==> src/rtl/vec_result_collector_pkg.sv <==
// Shared constants and the lane-state encoding for the vectorized PE result collector.
package vec_result_collector_pkg;

  localparam int unsigned dwidth_float = 32;
  localparam int unsigned SIMD_degree  = 4;
  localparam int unsigned phit_size    = SIMD_degree * dwidth_float;
  localparam int unsigned KEEP_W       = phit_size / 8;
  localparam int unsigned LANE_KEEP_W  = dwidth_float / 8;

  typedef enum logic [1:0] {
    S_IDLE,
    S_WAIT,
    S_POP,
    S_FLUSH
  } lane_state_t;

endpackage

==> src/rtl/vec_result_collector_lane_fifo.sv <==
// Per-lane result FIFO: show-ahead head, occupancy count, full/empty flags.
module lane_fifo #(
  parameter int unsigned WIDTH = 33,
  parameter int unsigned DEPTH = 16
) (
  input  logic                     clk,
  input  logic                     rst,
  input  logic                     wr_en,
  input  logic [WIDTH-1:0]         wr_data,
  input  logic                     rd_en,
  output logic [WIDTH-1:0]         rd_data,
  output logic [$clog2(DEPTH):0]   count,
  output logic                     full,
  output logic                     empty
);

  localparam int unsigned AW = $clog2(DEPTH);

  logic [WIDTH-1:0] mem [DEPTH];
  logic [AW-1:0]    wptr;
  logic [AW-1:0]    rptr;
  logic             do_wr;
  logic             do_rd;

  assign full    = (count == (AW+1)'(DEPTH));
  assign empty   = (count == '0);
  assign do_rd   = rd_en && !empty;
  // A full FIFO still accepts a write when the same cycle frees an entry.
  assign do_wr   = wr_en && (!full || do_rd);
  assign rd_data = mem[rptr];

  always_ff @(posedge clk or posedge rst) begin
    if (rst) begin
      wptr  <= '0;
      rptr  <= '0;
      count <= '0;
    end else begin
      if (do_wr) wptr <= wptr + 1'b1;
      if (do_rd) rptr <= rptr + 1'b1;
      count <= count + (AW+1)'(do_wr) - (AW+1)'(do_rd);
    end
  end

  always_ff @(posedge clk) begin
    if (do_wr) mem[wptr] <= wr_data;
  end

endmodule

==> src/rtl/vec_result_collector.sv <==
// Re-aligns skewed per-lane PE results into phit-wide AXI-Stream beats.
// Optional partial-beat timeout flush: define VEC_COLLECT_FLUSH_EN.
module vec_result_collector
  import vec_result_collector_pkg::*;
#(
  parameter int unsigned FIFO_DEPTH   = 16,
  parameter int unsigned AF_MARGIN    = 8,
  parameter int unsigned FLUSH_CYCLES = 64
) (
  input  logic                   clk,
  input  logic                   rst,
  input  logic [phit_size-1:0]   i_PE_data,
  input  logic [SIMD_degree-1:0] i_tvalid,
  input  logic [SIMD_degree-1:0] i_tlast,
  output logic                   o_almost_full,
  output logic [SIMD_degree-1:0] o_overflow,
  output logic                   o_tlast_err,
  output logic [phit_size-1:0]   m_axis_tdata,
  output logic [KEEP_W-1:0]      m_axis_tkeep,
  output logic                   m_axis_tvalid,
  output logic                   m_axis_tlast,
  input  logic                   m_axis_tready
);

  localparam int unsigned CW = $clog2(FIFO_DEPTH) + 1;
  localparam int unsigned LW = dwidth_float + 1;

  if (FIFO_DEPTH < 4 || (FIFO_DEPTH & (FIFO_DEPTH - 1)) != 0 ||
      AF_MARGIN >= FIFO_DEPTH || FLUSH_CYCLES < 2) begin : g_bad_param
    $error("vec_result_collector: illegal parameter combination");
  end

  logic [LW-1:0]          head    [SIMD_degree];
  logic [CW-1:0]          cnt     [SIMD_degree];
  logic [CW-1:0]          cnt_nxt [SIMD_degree];
  logic [SIMD_degree-1:0] full;
  logic [SIMD_degree-1:0] empty;
  logic [SIMD_degree-1:0] rd;
  logic [SIMD_degree-1:0] wr_ok;
  logic [SIMD_degree-1:0] nxt_ne;
  logic [SIMD_degree-1:0] head_last;

  lane_state_t            state_q;
  lane_state_t            state_d;
  logic                   can_load;
  logic                   load;
  logic                   tlast_mis;
  logic                   af_nxt;
  logic [phit_size-1:0]   beat_data;
  logic [KEEP_W-1:0]      beat_keep;
  logic                   beat_last;

  for (genvar g = 0; g < SIMD_degree; g++) begin : g_lane
    lane_fifo #(
      .WIDTH (LW),
      .DEPTH (FIFO_DEPTH)
    ) u_fifo (
      .clk     (clk),
      .rst     (rst),
      .wr_en   (i_tvalid[g]),
      .wr_data ({i_tlast[g], i_PE_data[g*dwidth_float +: dwidth_float]}),
      .rd_en   (rd[g]),
      .rd_data (head[g]),
      .count   (cnt[g]),
      .full    (full[g]),
      .empty   (empty[g])
    );

    assign head_last[g] = head[g][dwidth_float];
    assign wr_ok[g]     = i_tvalid[g] && (!full[g] || rd[g]);
    assign cnt_nxt[g]   = cnt[g] + CW'(wr_ok[g]) - CW'(rd[g]);
    assign nxt_ne[g]    = (cnt_nxt[g] != '0);
  end

`ifdef VEC_COLLECT_FLUSH_EN
  localparam int unsigned TW = $clog2(FLUSH_CYCLES) + 1;
  logic [TW-1:0] timer_q;

  // Counts consecutive cycles spent in S_WAIT; no pops happen there.
  always_ff @(posedge clk or posedge rst) begin
    if (rst)                                       timer_q <= '0;
    else if (state_q == S_WAIT && state_d == S_WAIT) timer_q <= timer_q + 1'b1;
    else                                           timer_q <= '0;
  end
`endif

  // State tracks post-update occupancy so a pop can fire the cycle after the write.
  always_comb begin
    can_load = !m_axis_tvalid || m_axis_tready;
    rd       = '0;
    load     = 1'b0;
    state_d  = state_q;
    case (state_q)
      S_POP: begin
        if (can_load) begin
          rd   = '1;
          load = 1'b1;
        end
      end
`ifdef VEC_COLLECT_FLUSH_EN
      S_FLUSH: begin
        if (can_load) begin
          rd   = ~empty;
          load = 1'b1;
        end
      end
`endif
      default: ;
    endcase

    if (&nxt_ne)       state_d = S_POP;
    else if (~|nxt_ne) state_d = S_IDLE;
    else begin
`ifdef VEC_COLLECT_FLUSH_EN
      if (state_q == S_FLUSH && !load)
        state_d = S_FLUSH;
      else if (state_q == S_WAIT && timer_q >= TW'(FLUSH_CYCLES - 1))
        state_d = S_FLUSH;
      else
        state_d = S_WAIT;
`else
      state_d = S_WAIT;
`endif
    end
  end

  // Unpopped lanes contribute zero data and zero keep; a full pop gives all ones.
  always_comb begin
    beat_data = '0;
    beat_keep = '0;
    af_nxt    = 1'b0;
    for (int unsigned l = 0; l < SIMD_degree; l++) begin
      beat_data[l*dwidth_float +: dwidth_float] = rd[l] ? head[l][dwidth_float-1:0] : '0;
      beat_keep[l*LANE_KEEP_W +: LANE_KEEP_W]   = {LANE_KEEP_W{rd[l]}};
      if (cnt_nxt[l] >= CW'(FIFO_DEPTH - AF_MARGIN)) af_nxt = 1'b1;
    end
    beat_last = |(head_last & rd);
    tlast_mis = (state_q == S_POP) && load && (head_last != '0) && (head_last != '1);
  end

  always_ff @(posedge clk or posedge rst) begin
    if (rst) begin
      state_q       <= S_IDLE;
      m_axis_tvalid <= 1'b0;
      m_axis_tdata  <= '0;
      m_axis_tkeep  <= '0;
      m_axis_tlast  <= 1'b0;
      o_almost_full <= 1'b0;
      o_overflow    <= '0;
      o_tlast_err   <= 1'b0;
    end else begin
      state_q <= state_d;
      if (load) begin
        m_axis_tvalid <= 1'b1;
        m_axis_tdata  <= beat_data;
        m_axis_tkeep  <= beat_keep;
        m_axis_tlast  <= beat_last;
      end else if (m_axis_tready) begin
        m_axis_tvalid <= 1'b0;
      end
      o_almost_full <= af_nxt;
      o_overflow    <= o_overflow | (i_tvalid & full & ~rd);
      if (tlast_mis) o_tlast_err <= 1'b1;
    end
  end

endmodule
==> config.mk <==
export PLATFORM = sky130hd
export DESIGN_NAME = vec_result_collector
export DESIGN_NICKNAME = d
export VERILOG_FILES = /design/src/rtl/vec_result_collector_pkg.sv /design/src/rtl/vec_result_collector_lane_fifo.sv /design/src/rtl/vec_result_collector.sv
export SDC_FILE = /design/constraint.sdc
export NUM_CORES = 2
export LEC_CHECK = 0
export ABC_AREA = 1
export CORE_UTILIZATION = 50
export CTS_BUF_LIST = sky130_fd_sc_hd__clkbuf_2 sky130_fd_sc_hd__clkbuf_4 sky130_fd_sc_hd__clkbuf_8
export DETAILED_ROUTE_END_ITERATION = 10
export PLACE_DENSITY = 0.74
export SKIP_LAST_GASP = 1
export SLEW_MARGIN = 40
export SYNTH_ARGS = -nofsm -noshare
export SYNTH_HDL_FRONTEND = slang
export SYNTH_SLANG_ARGS = --single-unit
==> constraint.sdc <==
create_clock -name clk -period 15.1 [get_ports clk]
set_clock_uncertainty 0.2 [all_clocks]
set_input_delay 3.02 -clock clk [delete_from_list [all_inputs] [get_ports clk]]
set_output_delay 3.02 -clock clk [all_outputs]
set_load 0.01 [all_outputs]
==> run metrics <==
status completed; clock buffer depth 4; largest net degree at the start of global routing 183; routed vias 57,480; RSZ-0062 raised after global routing false; post-CTS sizing 0; Synth top area share 69.45%; Avg Inst Size Synth 13.01 sq um; initial antenna violation count 18; Syn Nets 7,224; Port Buffers 290; DR vias/cell 5.728; endpoints failing hold 0; Max rail drop VDD 0.1428 mV; GP Congestion 0.7945; CP required 15.84 ns; Crit. End Element flop; Crit Path Max Fanout 134; max_cap viols 0; DR WL/cell 21.87 um; asr flop ratio synth 8.294%; clock latency on the worst-skew pair 1.07 ns; Area Overhead vs Synth 13.99%; number of synthesized flops with an enable pin 2,112; Die H 429.3 um; Num CTS Buffers 378; Post-synth top cells 2,112 x edfxtp_1, 1,151 x nand2_1, 1,015 x nor2_1; Post-CTS Setup Inserts 0; Startpoint Class input port; GRT Residual Overflow 0; DRC Markers 0; area of the mapped netlist 0.09131 sq mm; register area share after synthesis 74.69%; final wirelength 219,400 um; Yosys reg bits 2,303; core area 0.1811 sq mm; Hold Path Class flop to flop; critical path type input port to flop; fin crit share 44.89%; Final setup viols 0; All-Layer GR Usage 23.40%; Power Density 194.7 mW/mm^2; post-synthesis cell count 7,021; Synth Warn # 0; hold_buf cts 0; Ports 291; Arr. time, crit path 7.52 ns; Static Leak 36.11 nW; share of cells above drive strength 1 10.76%; H-tree Lvls 5; top cells by area, synth edfxtp_1 69%, dfrtp_1 5.2%, nand2_1 4.7%, o21ai_0 4.2%, nor2_1 4.2%; Fin Setup TNS 0 ns; first-pass GRT wire length 332,500 um; row count 156; vias in the first global route 56,910; fmax 147.5 MHz; nets@finish 7,561; prevailing post-synth register cell edfxtp_1; Clock Tree Root clkbuf_8; Die X 429.3 um; Clock Pin Slew Worst Setup and Hold Paths 0.06 ns; initial detailed-routing violation count 5,959; Slew Viols, Final 0; post-synth cell types 39; most frequent cell after synthesis edfxtp_1; TritonCTS clock tree built; Starting Density 50.41%; DIE AREA 0.1843 sq mm; Clock Sinks 2,303; Fin Hold WS 0.2853 ns; DP Wirelength 112,800 um; minimum clock period 6.779 ns; ANT nets after route 0; post-synth top area cell edfxtp_1; Least-Margin Pin Slew 0.8857 ns; Rel. slew slack 40.95%; 1st-pass router iterations 5
[metal layers]
layer	wire (um)	vias to the layer above	part of all wire, %	track usage [%]
li1	-	26140	-	-
met5	104	-	0.047	0
met2	107800	2408	49	38.42
met4	6176	18	2.8	8.852
met1	87950	28480	40	30.92
met3	17440	426	7.9	4.574
[worst max-delay path, stage by stage]
cell             delay [ns]
clkdlybuf4s50_1        0.45
inv_1                  0.03
nand2_1                0.21
nand2_8                0.30
inv_12                 0.70
buf_4                  0.81
ha_1                   0.37
inv_1                  0.06
ha_1                   0.19
fa_1                   0.43
or2_2                  0.30
a21oi_1                0.11
o21ai_0                0.09
inv_1                  0.06
nand2_1                0.06
inv_1                  0.06
nand2_1                0.05
nor2_1                 0.08
nor2_1                 0.04
[layout by cell type (no fill, tap or decap), drive strengths merged, types with 7 or more instances in the layout]
| cell | n |
|---|---|
| a21oi | 252 |
| o221ai | 48 |
| clkdlybuf4s50 | 290 |
| o21ai | 882 |
| dfrtp | 191 |
| nand3 | 143 |
| edfxtp | 2112 |
| nand2 | 1152 |
| clkbuf | 546 |
| diode | 9 |
| xor2 | 38 |
| mux2i | 80 |
| clkinv | 119 |
| a31oi | 48 |
| fa | 8 |
| clkinvlp | 7 |
| buf | 117 |
| nor2 | 1017 |
| a211oi | 82 |
| bufinv | 13 |
| o211ai | 144 |
| nand4 | 10 |
| inv | 127 |
| ha | 56 |
| o22ai | 160 |
[layout make-up]
| cell class | count | area, sq um |
|---|---|---|
| Antenna cell | 9 | 22.52 |
| Clock buffer | 545 | 6631 |
| Clock inverter | 133 | 935.9 |
| Fill cell | 13850 | 77040 |
| Inverter | 133 | 558.0 |
| Multi-Input combinational cell | 4134 | 20640 |
| Sequential cell | 2303 | 68220 |
| Tap cell | 2370 | 2965 |
| Timing Repair Buffer | 408 | 4111 |
[worst paths after layout]
kind	start	endpoint	slack (ns)	cells after the start
setup / recovery	m_axis_tready	state_q[0]$_DFF_PP0_	8.32	19
hold / removal	m_axis_tlast$_DFFE_PP0N_	m_axis_tlast$_DFFE_PP0N_	0.29	2
setup reg to reg	state_q[0]$_DFF_PP0_	state_q[0]$_DFF_PP0_	10.10	17
hold reg to reg	m_axis_tlast$_DFFE_PP0N_	m_axis_tlast$_DFFE_PP0N_	0.29	2
max in group asynchronous	rst	g_lane[1].u_fifo.rptr[0]$_DFFE_PP0N_	10.65	4
min in group asynchronous	rst	m_axis_tdata[5]$_DFFE_PP0N_	2.35	2
[cells by family (layout without fill, tap and decap cells)]
family,Yosys count,after routing,synth area share [%]
and+or+nand+nor,2326,2326,9.807
DFF,2303,2303,74.69
AOI/OAI and AO/OA,1622,1622,10.01
buffers and inverters,584,1219,3.268
muxes,80,80,0.8770
adders and majority gates,64,64,0.9427
xor gates and xnor gates,42,42,0.4028
other,0,9,0
[flip-flops by register name, indices dropped and copies added, names as in the netlist]
name,count
m_axis_tdata,128
g_lane.u_fifo.count,20
g_lane.u_fifo.rptr,16
m_axis_tvalid,1
o_almost_full,1
o_tlast_err,1
m_axis_tkeep,1
g_lane.u_fifo.mem,2112
o_overflow,4
state_q,2
m_axis_tlast,1
g_lane.u_fifo.wptr,16
[where the power goes]
| group | internal (mW) | total, mW | switching (mW) |
|---|---|---|---|
| sequential | 7.83 | 8.26 | 0.427 |
| clock | 3.04 | 5.44 | 2.41 |
| combinational | 2.06 | 6.57 | 4.51 |
[metrics by stage]
| stage | worst slack, ns | area, sq um | utilization, % | std cells | power (mW) |
|---|---|---|---|---|---|
| 2_1_floorplan | 6.681 | 91310 | - | 7021 | 12.67 |
| 5_1_grt | 8.080 | 104100 | 57.47 | 10040 | 21.35 |
| 4_1_cts | 8.402 | 103900 | 57.38 | 10020 | 20.31 |
| 3_3_place_gp | 6.764 | 96090 | 53.05 | 9336 | 14.61 |
| 6_report | 8.321 | 104100 | 57.47 | 10040 | 20.27 |
| 3_5_place_dp | 7.195 | 96370 | 53.20 | 9344 | 14.89 |
Note: power is estimated with default switching activity, not from simulation.
